### src/rtl/rv_mem_pkg.sv
// Shared encodings for the MEM stage: funct3 codes, writeback exception codes, FSM states.
// Latency: n/a (types and pure functions only).
// Backpressure: n/a.
package rv_mem_pkg;

    localparam logic [2:0] F3_LB  = 3'b000;
    localparam logic [2:0] F3_LH  = 3'b001;
    localparam logic [2:0] F3_LW  = 3'b010;
    localparam logic [2:0] F3_LBU = 3'b100;
    localparam logic [2:0] F3_LHU = 3'b101;
    localparam logic [2:0] F3_SB  = 3'b000;
    localparam logic [2:0] F3_SH  = 3'b001;
    localparam logic [2:0] F3_SW  = 3'b010;

    localparam logic [1:0] EXC_NONE     = 2'b00;
    localparam logic [1:0] EXC_MISALIGN = 2'b01;
    localparam logic [1:0] EXC_TIMEOUT  = 2'b10;
    localparam logic [1:0] EXC_ILLEGAL  = 2'b11;

    typedef enum logic [1:0] {
        ST_IDLE = 2'b00,
        ST_REQ  = 2'b01,
        ST_RESP = 2'b10
    } state_t;

    function automatic logic f3_illegal(input logic is_ld, input logic [2:0] f3);
        if (is_ld)
            return (f3 == 3'b011) || (f3 == 3'b110) || (f3 == 3'b111);
        return !((f3 == F3_SB) || (f3 == F3_SH) || (f3 == F3_SW));
    endfunction

    // funct3[1:0] carries the access size for both loads and stores.
    function automatic logic misaligned(input logic [2:0] f3, input logic [1:0] a_lo);
        return ((f3[1:0] == 2'b01) && a_lo[0]) || ((f3[1:0] == 2'b10) && (a_lo != 2'b00));
    endfunction

endpackage

### src/rtl/mem_load_align.sv
// Extracts and sign/zero-extends the addressed byte/halfword/word from a load word.
// Latency: combinational.
// Backpressure: none.
module mem_load_align
    import rv_mem_pkg::*;
(
    input  logic [31:0] rdata,
    input  logic [1:0]  a_lo,
    input  logic [2:0]  funct3,
    output logic [31:0] data
);

    logic [31:0] shifted;
    assign shifted = rdata >> {a_lo, 3'b000};

    always_comb begin
        data = '0;
        case (funct3)
            F3_LB:   data = {{24{shifted[7]}}, shifted[7:0]};
            F3_LH:   data = {{16{shifted[15]}}, shifted[15:0]};
            F3_LW:   data = shifted;
            F3_LBU:  data = {24'h0, shifted[7:0]};
            F3_LHU:  data = {16'h0, shifted[15:0]};
            default: data = '0;
        endcase
    end

endmodule

### src/rtl/mem_access_stage.sv
// MEM stage: issues aligned load/store on the dmem port, registers the MEM/WB result.
// Latency: 1 cycle non-memory, >=2 cycles store, >=3 cycles load (abandoned after TIMEOUT_CYCLES).
// Backpressure: mem_stall holds EX/MEM while a transaction is outstanding; dmem_req held until dmem_ready.
module mem_access_stage
    import rv_mem_pkg::*;
#(
    parameter int TIMEOUT_CYCLES = 255
) (
    input  logic        clk,
    input  logic        rst_n,
    input  logic        ex_valid,
    input  logic [31:0] ex_alu_out,
    input  logic [31:0] ex_rs2_data,
    input  logic        ex_mem_rd,
    input  logic        ex_mem_wr,
    input  logic [2:0]  ex_funct3,
    input  logic [4:0]  ex_rd_addr,
    input  logic        ex_reg_wr,
    output logic        mem_stall,
    output logic        dmem_req,
    output logic        dmem_we,
    output logic [31:0] dmem_addr,
    output logic [31:0] dmem_wdata,
    output logic [3:0]  dmem_be,
    input  logic        dmem_ready,
    input  logic        dmem_rvalid,
    input  logic [31:0] dmem_rdata,
    output logic        wb_valid,
    output logic [31:0] wb_data,
    output logic [4:0]  wb_rd_addr,
    output logic        wb_reg_wr,
    output logic [1:0]  wb_exc
);

    localparam logic [7:0] TO_LAST = 8'(TIMEOUT_CYCLES - 1);

    state_t      state_q, state_d;
    logic [7:0]  cnt_q, cnt_d;
    logic [2:0]  f3_q, f3_d;
    logic [1:0]  alo_q, alo_d;
    logic [4:0]  rd_q, rd_d;
    logic        reg_wr_q, reg_wr_d;
    logic        dmem_req_q, dmem_req_d, dmem_we_q, dmem_we_d;
    logic [31:0] dmem_addr_q, dmem_addr_d, dmem_wdata_q, dmem_wdata_d;
    logic [3:0]  dmem_be_q, dmem_be_d;
    logic        wb_valid_q, wb_valid_d, wb_reg_wr_q, wb_reg_wr_d;
    logic [31:0] wb_data_q, wb_data_d;
    logic [4:0]  wb_rd_addr_q, wb_rd_addr_d;
    logic [1:0]  wb_exc_q, wb_exc_d;
    logic [31:0] load_val;
    logic        ack;

    mem_load_align u_align (
        .rdata  (dmem_rdata),
        .a_lo   (alo_q),
        .funct3 (f3_q),
        .data   (load_val)
    );

    assign ack = ((state_q == ST_REQ) && dmem_ready) || ((state_q == ST_RESP) && dmem_rvalid);

    always_comb begin
        state_d      = state_q;
        cnt_d        = cnt_q;
        f3_d         = f3_q;
        alo_d        = alo_q;
        rd_d         = rd_q;
        reg_wr_d     = reg_wr_q;
        dmem_req_d   = dmem_req_q;
        dmem_we_d    = dmem_we_q;
        dmem_addr_d  = dmem_addr_q;
        dmem_wdata_d = dmem_wdata_q;
        dmem_be_d    = dmem_be_q;
        wb_valid_d   = 1'b0;
        wb_data_d    = wb_data_q;
        wb_rd_addr_d = wb_rd_addr_q;
        wb_reg_wr_d  = wb_reg_wr_q;
        wb_exc_d     = wb_exc_q;

        case (state_q)
            ST_IDLE: begin
                if (ex_valid) begin
                    wb_data_d    = ex_alu_out;
                    wb_rd_addr_d = ex_rd_addr;
                    if (!ex_mem_rd && !ex_mem_wr) begin
                        wb_valid_d  = 1'b1;
                        wb_reg_wr_d = ex_reg_wr;
                        wb_exc_d    = EXC_NONE;
                    end else if (f3_illegal(ex_mem_rd, ex_funct3)) begin
                        wb_valid_d  = 1'b1;
                        wb_reg_wr_d = 1'b0;
                        wb_exc_d    = EXC_ILLEGAL;
                    end else if (misaligned(ex_funct3, ex_alu_out[1:0])) begin
                        wb_valid_d  = 1'b1;
                        wb_reg_wr_d = 1'b0;
                        wb_exc_d    = EXC_MISALIGN;
                    end else begin
                        f3_d        = ex_funct3;
                        alo_d       = ex_alu_out[1:0];
                        rd_d        = ex_rd_addr;
                        reg_wr_d    = ex_reg_wr;
                        dmem_req_d  = 1'b1;
                        dmem_we_d   = ex_mem_wr;
                        dmem_addr_d = {ex_alu_out[31:2], 2'b00};
                        cnt_d       = '0;
                        state_d     = ST_REQ;
                        if (!ex_mem_wr) begin
                            dmem_be_d    = 4'b1111;
                            dmem_wdata_d = '0;
                        end else if (ex_funct3 == F3_SB) begin
                            dmem_be_d    = 4'b0001 << ex_alu_out[1:0];
                            dmem_wdata_d = {4{ex_rs2_data[7:0]}};
                        end else if (ex_funct3 == F3_SH) begin
                            dmem_be_d    = 4'b0011 << ex_alu_out[1:0];
                            dmem_wdata_d = {2{ex_rs2_data[15:0]}};
                        end else begin
                            dmem_be_d    = 4'b1111;
                            dmem_wdata_d = ex_rs2_data;
                        end
                    end
                end
            end
            ST_REQ: begin
                cnt_d = cnt_q + 8'd1;
                if (dmem_ready) begin
                    dmem_req_d = 1'b0;
                    if (dmem_we_q) begin
                        wb_valid_d   = 1'b1;
                        wb_data_d    = '0;
                        wb_rd_addr_d = rd_q;
                        wb_reg_wr_d  = 1'b0;
                        wb_exc_d     = EXC_NONE;
                        state_d      = ST_IDLE;
                    end else begin
                        state_d = ST_RESP;
                    end
                end
            end
            ST_RESP: begin
                cnt_d = cnt_q + 8'd1;
                if (dmem_rvalid) begin
                    wb_valid_d   = 1'b1;
                    wb_data_d    = load_val;
                    wb_rd_addr_d = rd_q;
                    wb_reg_wr_d  = reg_wr_q;
                    wb_exc_d     = EXC_NONE;
                    state_d      = ST_IDLE;
                end
            end
            default: state_d = ST_IDLE;
        endcase

        // A handshake landing in the final allowed cycle still completes normally.
        if ((state_q != ST_IDLE) && !ack && (cnt_q >= TO_LAST)) begin
            wb_valid_d   = 1'b1;
            wb_data_d    = '0;
            wb_rd_addr_d = rd_q;
            wb_reg_wr_d  = 1'b0;
            wb_exc_d     = EXC_TIMEOUT;
            dmem_req_d   = 1'b0;
            state_d      = ST_IDLE;
        end
    end

    always_ff @(posedge clk or negedge rst_n) begin
        if (!rst_n) begin
            state_q      <= ST_IDLE;
            cnt_q        <= '0;
            f3_q         <= '0;
            alo_q        <= '0;
            rd_q         <= '0;
            reg_wr_q     <= 1'b0;
            dmem_req_q   <= 1'b0;
            dmem_we_q    <= 1'b0;
            dmem_addr_q  <= '0;
            dmem_wdata_q <= '0;
            dmem_be_q    <= '0;
            wb_valid_q   <= 1'b0;
            wb_data_q    <= '0;
            wb_rd_addr_q <= '0;
            wb_reg_wr_q  <= 1'b0;
            wb_exc_q     <= EXC_NONE;
        end else begin
            state_q      <= state_d;
            cnt_q        <= cnt_d;
            f3_q         <= f3_d;
            alo_q        <= alo_d;
            rd_q         <= rd_d;
            reg_wr_q     <= reg_wr_d;
            dmem_req_q   <= dmem_req_d;
            dmem_we_q    <= dmem_we_d;
            dmem_addr_q  <= dmem_addr_d;
            dmem_wdata_q <= dmem_wdata_d;
            dmem_be_q    <= dmem_be_d;
            wb_valid_q   <= wb_valid_d;
            wb_data_q    <= wb_data_d;
            wb_rd_addr_q <= wb_rd_addr_d;
            wb_reg_wr_q  <= wb_reg_wr_d;
            wb_exc_q     <= wb_exc_d;
        end
    end

    assign mem_stall  = (state_q != ST_IDLE);
    assign dmem_req   = dmem_req_q;
    assign dmem_we    = dmem_we_q;
    assign dmem_addr  = dmem_addr_q;
    assign dmem_wdata = dmem_wdata_q;
    assign dmem_be    = dmem_be_q;
    assign wb_valid   = wb_valid_q;
    assign wb_data    = wb_data_q;
    assign wb_rd_addr = wb_rd_addr_q;
    assign wb_reg_wr  = wb_reg_wr_q;
    assign wb_exc     = wb_exc_q;

endmodule

### config.mk
export PLATFORM = sky130hd
export DESIGN_NAME = mem_access_stage
export DESIGN_NICKNAME = d
export VERILOG_FILES = /design/src/rtl/rv_mem_pkg.sv /design/src/rtl/mem_load_align.sv /design/src/rtl/mem_access_stage.sv
export SDC_FILE = /design/constraint.sdc
export NUM_CORES = 1
export LEC_CHECK = 0
export ABC_AREA = 1
export CORE_ASPECT_RATIO = 1.25
export CORE_MARGIN = 5
export CORE_UTILIZATION = 47
export DETAILED_ROUTE_END_ITERATION = 8
export PLACE_DENSITY = 0.92
export SYNTH_ARGS = -nofsm -noshare
export SYNTH_HDL_FRONTEND = slang
export SYNTH_SLANG_ARGS = --single-unit
### constraint.sdc
create_clock -name clk -period 2.1 [get_ports clk]
set_input_delay 0.21 -clock clk [delete_from_list [all_inputs] [get_ports clk]]
set_output_delay 0.21 -clock clk [all_outputs]
set_load 0.01 [all_outputs]
# Word-level counts from Yosys, hierarchy flattened
# Cells that the tools add are included.
[word_totals] n_memories=0 ram_bits=0 latch_bits=0 regBits=130 wordCells=156 output_inout_bits=112 romBits=0
[classes] mux=75 mul=0 eq_ne=25 order_cmp=1 shifts=3 n_bitwise=3 n_reduce_logical=32 div=0 addsub=1
[op_table] operator="$mux W32" n=8
[op_table] operator="$pmux W32 S5" n=1
[op_table] operator="$pmux W32 S3" n=1
[op_table] operator="$mux W8" n=4
[op_table] operator="$shr A32 B5 Y32" n=1
[op_table] operator="$mux W1" n=31
[op_table] operator="$mux W2" n=15
[op_table] operator="$mux W5" n=5
[op_table] operator="$reduce_and A6 Y1" n=3
[op_table] operator="$pmux W8 S2" n=1
[op_table] operator="$pmux W5 S3" n=1
[op_table] operator="$reduce_and A5 Y1" n=3
[op_table] operator="$eq A3 B3 Y1 const B" n=4
[op_table] operator="$mux W4" n=3
[op_table] operator="$ne A3 B3 Y1 const B" n=4
[op_table] operator="$pmux W2 S3" n=2
[op_table] operator="$eq A3 B2 Y1 const B" n=3
[op_table] operator="$ne A3 B2 Y1 const B" n=3
[op_table] operator="$add A8 B1 Y8 const B" n=1
[op_table] operator="$ge A8 B8 Y1 const B" n=1
[op_table] operator="$ne A2 B2 Y1 const B" n=4
[op_table] operator="$logic_and A1 B1 Y1" n=7
[op_table] operator="$eq A3 B1 Y1 const B" n=2
[op_table] operator="$logic_not A3 Y1" n=2
[op_table] operator="15 further kinds" n=30

# Longest topological paths before layout
[depth] ltp_word=14 mapped_depth=14 ltp_nobuf=13

# By module
# A second synthesis with hierarchy kept.
[hier_totals] hier_cells=990 area_unflattened_um2=7274.5
[by_module_without_submodules] mod="mem_access_stage" cells_per_inst=795 n_inst=1 area_each_um2=6329.8 seq_area_each_um2=3253.1
[by_module_without_submodules] mod="mem_load_align" cells_per_inst=195 n_inst=1 area_each_um2=944.7 seq_area_each_um2=0.0

# Worst setup path after synthesis
# No wires, ideal clock.
[synth_timing] kind="flip-flop to flip-flop" start="register state_q[0]" end="register wb_data_q[30] (netlist: wb_data[30])" period_less_slack_ps=1803 arrival_ps=1686 setup_slack_ps=297 n_path_buf=1 stages_incl_launch_ff=14 path_cell_list="dfrtp_1 inv_1 ha_1 inv_2 nand3_1 nor2_2 nand2_2 nand2_1 nand3_2 nor2_4 inv_2 buf_2 nand2_1 nand2_1"
[synth_lines] element="from (decl)" line_no="mem_access_stage.sv:37" rtl="state_t state_q, state_d;"
[synth_lines] element="from (signal assigned)" line_no="mem_access_stage.sv:184" rtl="state_q <= state_d;"
[synth_lines] element="$reduce_bool A2 Y1 *"
[synth_lines] element="named net mem_stall" line_no="mem_access_stage.sv:19" rtl="output logic mem_stall,"
[synth_lines] element="$logic_and A1 B1 Y1 * (2 in a row)" line_no="mem_access_stage.sv:154" rtl="if ((state_q != ST_IDLE) && !ack && (cnt_q >= TO_LAST)) begin"
[synth_lines] element="$ne A3 B2 Y1 (no source line) (tied with other cells)"
[synth_lines] element="$reduce_and A5 Y1 (no source line)"
[synth_lines] element="to (signal assigned)" line_no="mem_access_stage.sv:196" rtl="wb_data_q <= wb_data_d;"
[synth_lines] element="to (decl)" line_no="mem_access_stage.sv:47" rtl="logic [31:0] wb_data_q, wb_data_d;"
# The timed path passes the listed nets; every way through them passes the cells marked *.
# A chain may end at the register's enable or synchronous reset.

# Worst setup path after layout
[layout_timing] start="register state_q[0]" end="register wb_data_q[1] (netlist: wb_data[1])"
[layout_via] elab_chain_len=8
[layout_lines] element="$eq A2 B1 Y1 or $eq A2 B2 Y1 (tied branches)" line_no="mem_access_stage.sv:60, mem_access_stage.sv:80"
[layout_lines] element="$logic_and A1 B1 Y1" line_no="mem_access_stage.sv:60" rtl="assign ack = ((state_q == ST_REQ) && dmem_ready) || ((state_q == ST_RESP) && dmem_rvalid);"
[layout_lines] element="$logic_or A1 B1 Y1" line_no="mem_access_stage.sv:60"
[layout_lines] element="$logic_not A1 Y1" line_no="mem_access_stage.sv:154"
[layout_lines] element="$logic_and A1 B1 Y1 (2 in a row)" line_no="mem_access_stage.sv:154"
[layout_lines] element="$ne A3 B2 Y1 (no source line) (tied with other cells)"
[layout_lines] element="$reduce_and A5 Y1 (no source line)"
# Parallel ways exist; a longest one is shown, timed or not.

==> run_results.csv <==
group,metric,value,unit
yosys,synthArstFlopShare,100,%
yosys,synth_area_per_cell,7.26,µm²
yosys,ys_top_cells_by_area,"dfrtp_1 46%, nand2_1 22%, o21ai_0 5.3%",
routing,vias,7505,
routing,first_iter_violations,683,
critical_path,startpoint_type,"register",
grt,track_usage,26.8,%
place,gp_congestion,0.973,
yosys,yosysMostFrequentCell,"nand2_1",
yosys,yosysSeqAreaShare,45.6,%
finish,antenna_cells,0,
clock_tree,worstSkewPairLatency,0.42,ns
sta,finClkSkew,0.00499,ns
yosys,synth_common_cells,"424 x nand2_1, 130 x dfrtp_1, 75 x o21ai_0",
yosys,synth_top_area_cell,"dfrtp_1",
routing,drcViolationCount,0,
power_and_ir_drop,p_leak,5.18,nW
finish,nets,1337,
clock_tree,clk_pin_slew_worst_paths,0.06,ns
routing,viasPerCell,5.32,
status,status,"finished, final reports clean",
yosys,synth_ff_type,"dfrtp_1",
yosys,syn-cell-area,0.00714,mm²
floorplan,io_pins,224,
critical_path,reg2reg_from,"state_q[0]",
critical_path,slowest_stage,"dfrtp_1",
sta,rsz0062_at_grt,"no",
grt,grt_pass1_wl,37600,µm
critical_path,startpoint,"state_q[0]",
grt,grt_max_degree,54,
sta,setup_viol,0,
yosys,netlist_instances,983,
grt,antenna_found_initial,0,
critical_path,required,2.46,ns
place,portBuffers,221,
sta,final-hold-violation-count,0,
critical_path,slowest_delay,0.38,ns
routing,routed_wl,23700,µm
finish,stdcell_area,0.0105,mm²
yosys,netlist-cell-type-count,33,
yosys,synth_seq_cells,130,
floorplan,core.rowCount,50,
critical_path,crit_type,"register to register",
finish,drive_above_1_share,9.61,%
floorplan,core,0.0150,mm²
floorplan,dieWidth,120,µm
power_and_ir_drop,ir_drop,0.00100,V
clock_tree,h-tree-depth,4,
sta,min_period_over_period,94.7,%
yosys,synth_edf_count,0,
worst_hold_path,hp-class,"primary input to async pin",
place,placed_area,0.00967,mm²
critical_path,cp-end-kind,"register",
flow_run,cap_violations,0,
sta,slew_violations,0,
yosys,yosys_warnings,0,
sta,tightest_slew,0.520,ns
power_and_ir_drop,power.density,1500,mW/mm²
clock_tree,cts_buffers,17,
place,place_hpwl,17800,µm
critical_path,cp_max_fo,20,
floorplan,dieHeight,148,µm
critical_path,arrival,2.35,ns
floorplan,initial_utilization,47.7,%
floorplan,die_area,0.0178,mm²
clock_tree,cts_tree,"yes",
critical_path,path_cells,"inv_1 -> ha_2 -> inv_2 -> nand3_1 -> nor2_2 -> nand2_2 -> nand2_1 -> nand3_2 -> nor2_4 -> buf_12 -> buf_12 -> o21ai_0 -> nand2_1",
routing,antenna_left,0,
routing,dr.pass1.iters,5,
yosys,synth_top_area_share,45.6,%
clock_tree,cts_root_buf,"clkbuf_16",
sta,fmax,503,MHz
clock_tree,cts.sinks,130,
grt,grt_pass1_vias,7367,
sta,min_period,1.99,ns
sta,tns,0,ns
sta,max-slew-margin-rel,65.3,%
finish,area_growth_syn_to_layout,46.5,%
clock_tree,cts_buffer_depth,2,
routing,wl_per_cell,16.8,µm
grt,overflow,0,
final cells by class:
cell class / instances / area, µm²
Fill cell: 1158 / 4500
Multi-Input combinational cell: 740 / 3390
Sequential cell: 130 / 3250
Timing Repair Buffer: 264 / 2670
Clock buffer: 21 / 480
Inverter: 62 / 240
Tap cell: 182 / 228
Clock inverter: 11 / 198
cells by family (layout without fill, tap and decap cells):
family	Yosys count	in the layout	synth area share (%)
xor+xnor	6	6	0.736
other cells	1	2	0.0525
fa+ha+maj	10	10	1.75
buf+inv	114	358	7.28
simple gates	586	586	34.0
flops	130	130	45.6
compound gates	136	136	10.6
flip-flops by register name, summed over array words and instances, names as in the netlist:
register,count
cnt_q,8
dmem_be,4
rd_q,5
wb_rd_addr,5
dmem_wdata,32
wb_data,32
dmem_addr,30
f3_q,3
state_q,2
wb_exc,2
wb_valid,1
reg_wr_q,1
wb_reg_wr,1
dmem_req,1
alo_q,2
dmem_we,1
critical path: cells and delay by family (launching register included):
family / cells / cell delay [ns]
AND/OR/NAND/NOR: 7 / 0.73
buffers and inverters: 4 / 0.49
flip-flops: 1 / 0.38
adder cells (fa/ha/maj): 1 / 0.21
AO/OA/AOI/OAI: 1 / 0.09
routing by layer:
metal,vias to the layer above,global-route usage (%),routed length (µm)
met5,-,0,0
met1,3520,30.4,8780
li1,3596,-,-
met2,341,47.8,12200
met3,48,7.92,1980
met4,0,9.24,685
stage by stage:
step,cells,util (%),setup WS [ns],total power (W),hold WS (ns)
floorplan,984,-,0.297,0.00851,-0.0856
global placement,1374,64.6,0.0617,0.0117,0.196
detailed placement,1374,64.6,-0.0210,0.0119,0.196
CTS,1407,69.2,0.0188,0.0154,0.317
global route,1410,69.9,0.00836,0.0168,0.362
finish,1410,69.9,0.112,0.0157,0.306
placed cells by master, fill, tap and decap left out, types with 2 or more instances in the layout:
cell and count:
clkbuf_8 4, nor2_1 50, ha_2 2, nand2_1 422, a22o_1 16, o21ai_0 75, clkinv_4 2, inv_6 2
buf_4 32, xor2_1 4, or2_2 5, clkbuf_16 18, inv_2 5, ha_1 8, o21ai_1 9, xnor2_1 2
inv_1 53, dfrtp_1 130, nand2_2 10, o211ai_1 3, nor3_1 5, buf_12 9, nor2_2 7, a21oi_1 28
clkdlybuf4s50_1 219, o22ai_1 3, nor2_4 2, conb_1 2, nand3_2 11, nand3_1 73, clkinv_1 3, bufinv_16 5
path summary, 6_finish.rpt:
| path | to | slack (ns) | depth (start not counted) |
|---|---|---|---|
| max reg2reg | wb_data[1] | 0.11 | 13 |
| min reg2reg | wb_data[15] | 0.47 | 2 |
| min | dmem_wdata[3] | 0.31 | 2 |
| max in group asynchronous | dmem_addr[13] | 1.16 | 3 |
| min in group clk | dmem_addr[13] | 0.36 | 3 |
| max | wb_data[1] | 0.11 | 13 |
power by group:
| group | internal [W] | leakage, nW | switching, W |
|---|---|---|---|
| clock | 0.00224 | 0.330 | 0.00112 |
| sequential | 0.00365 | 1.66 | 0.000740 |
| combinational | 0.00370 | 3.19 | 0.00424 |
| total | 0.00959 | 5.18 | 0.00610 |
what timing repair did:
item,in CTS,in global routing
endpoints found under the hold margin,51,0
gates resized for setup,1,16
endpoints found under the setup margin,1,40
buffers inserted,0,2
cloned,0,1
pin swaps,0,1
hold buffers,1,0
Note: power is estimated with default switching activity, not from simulation.
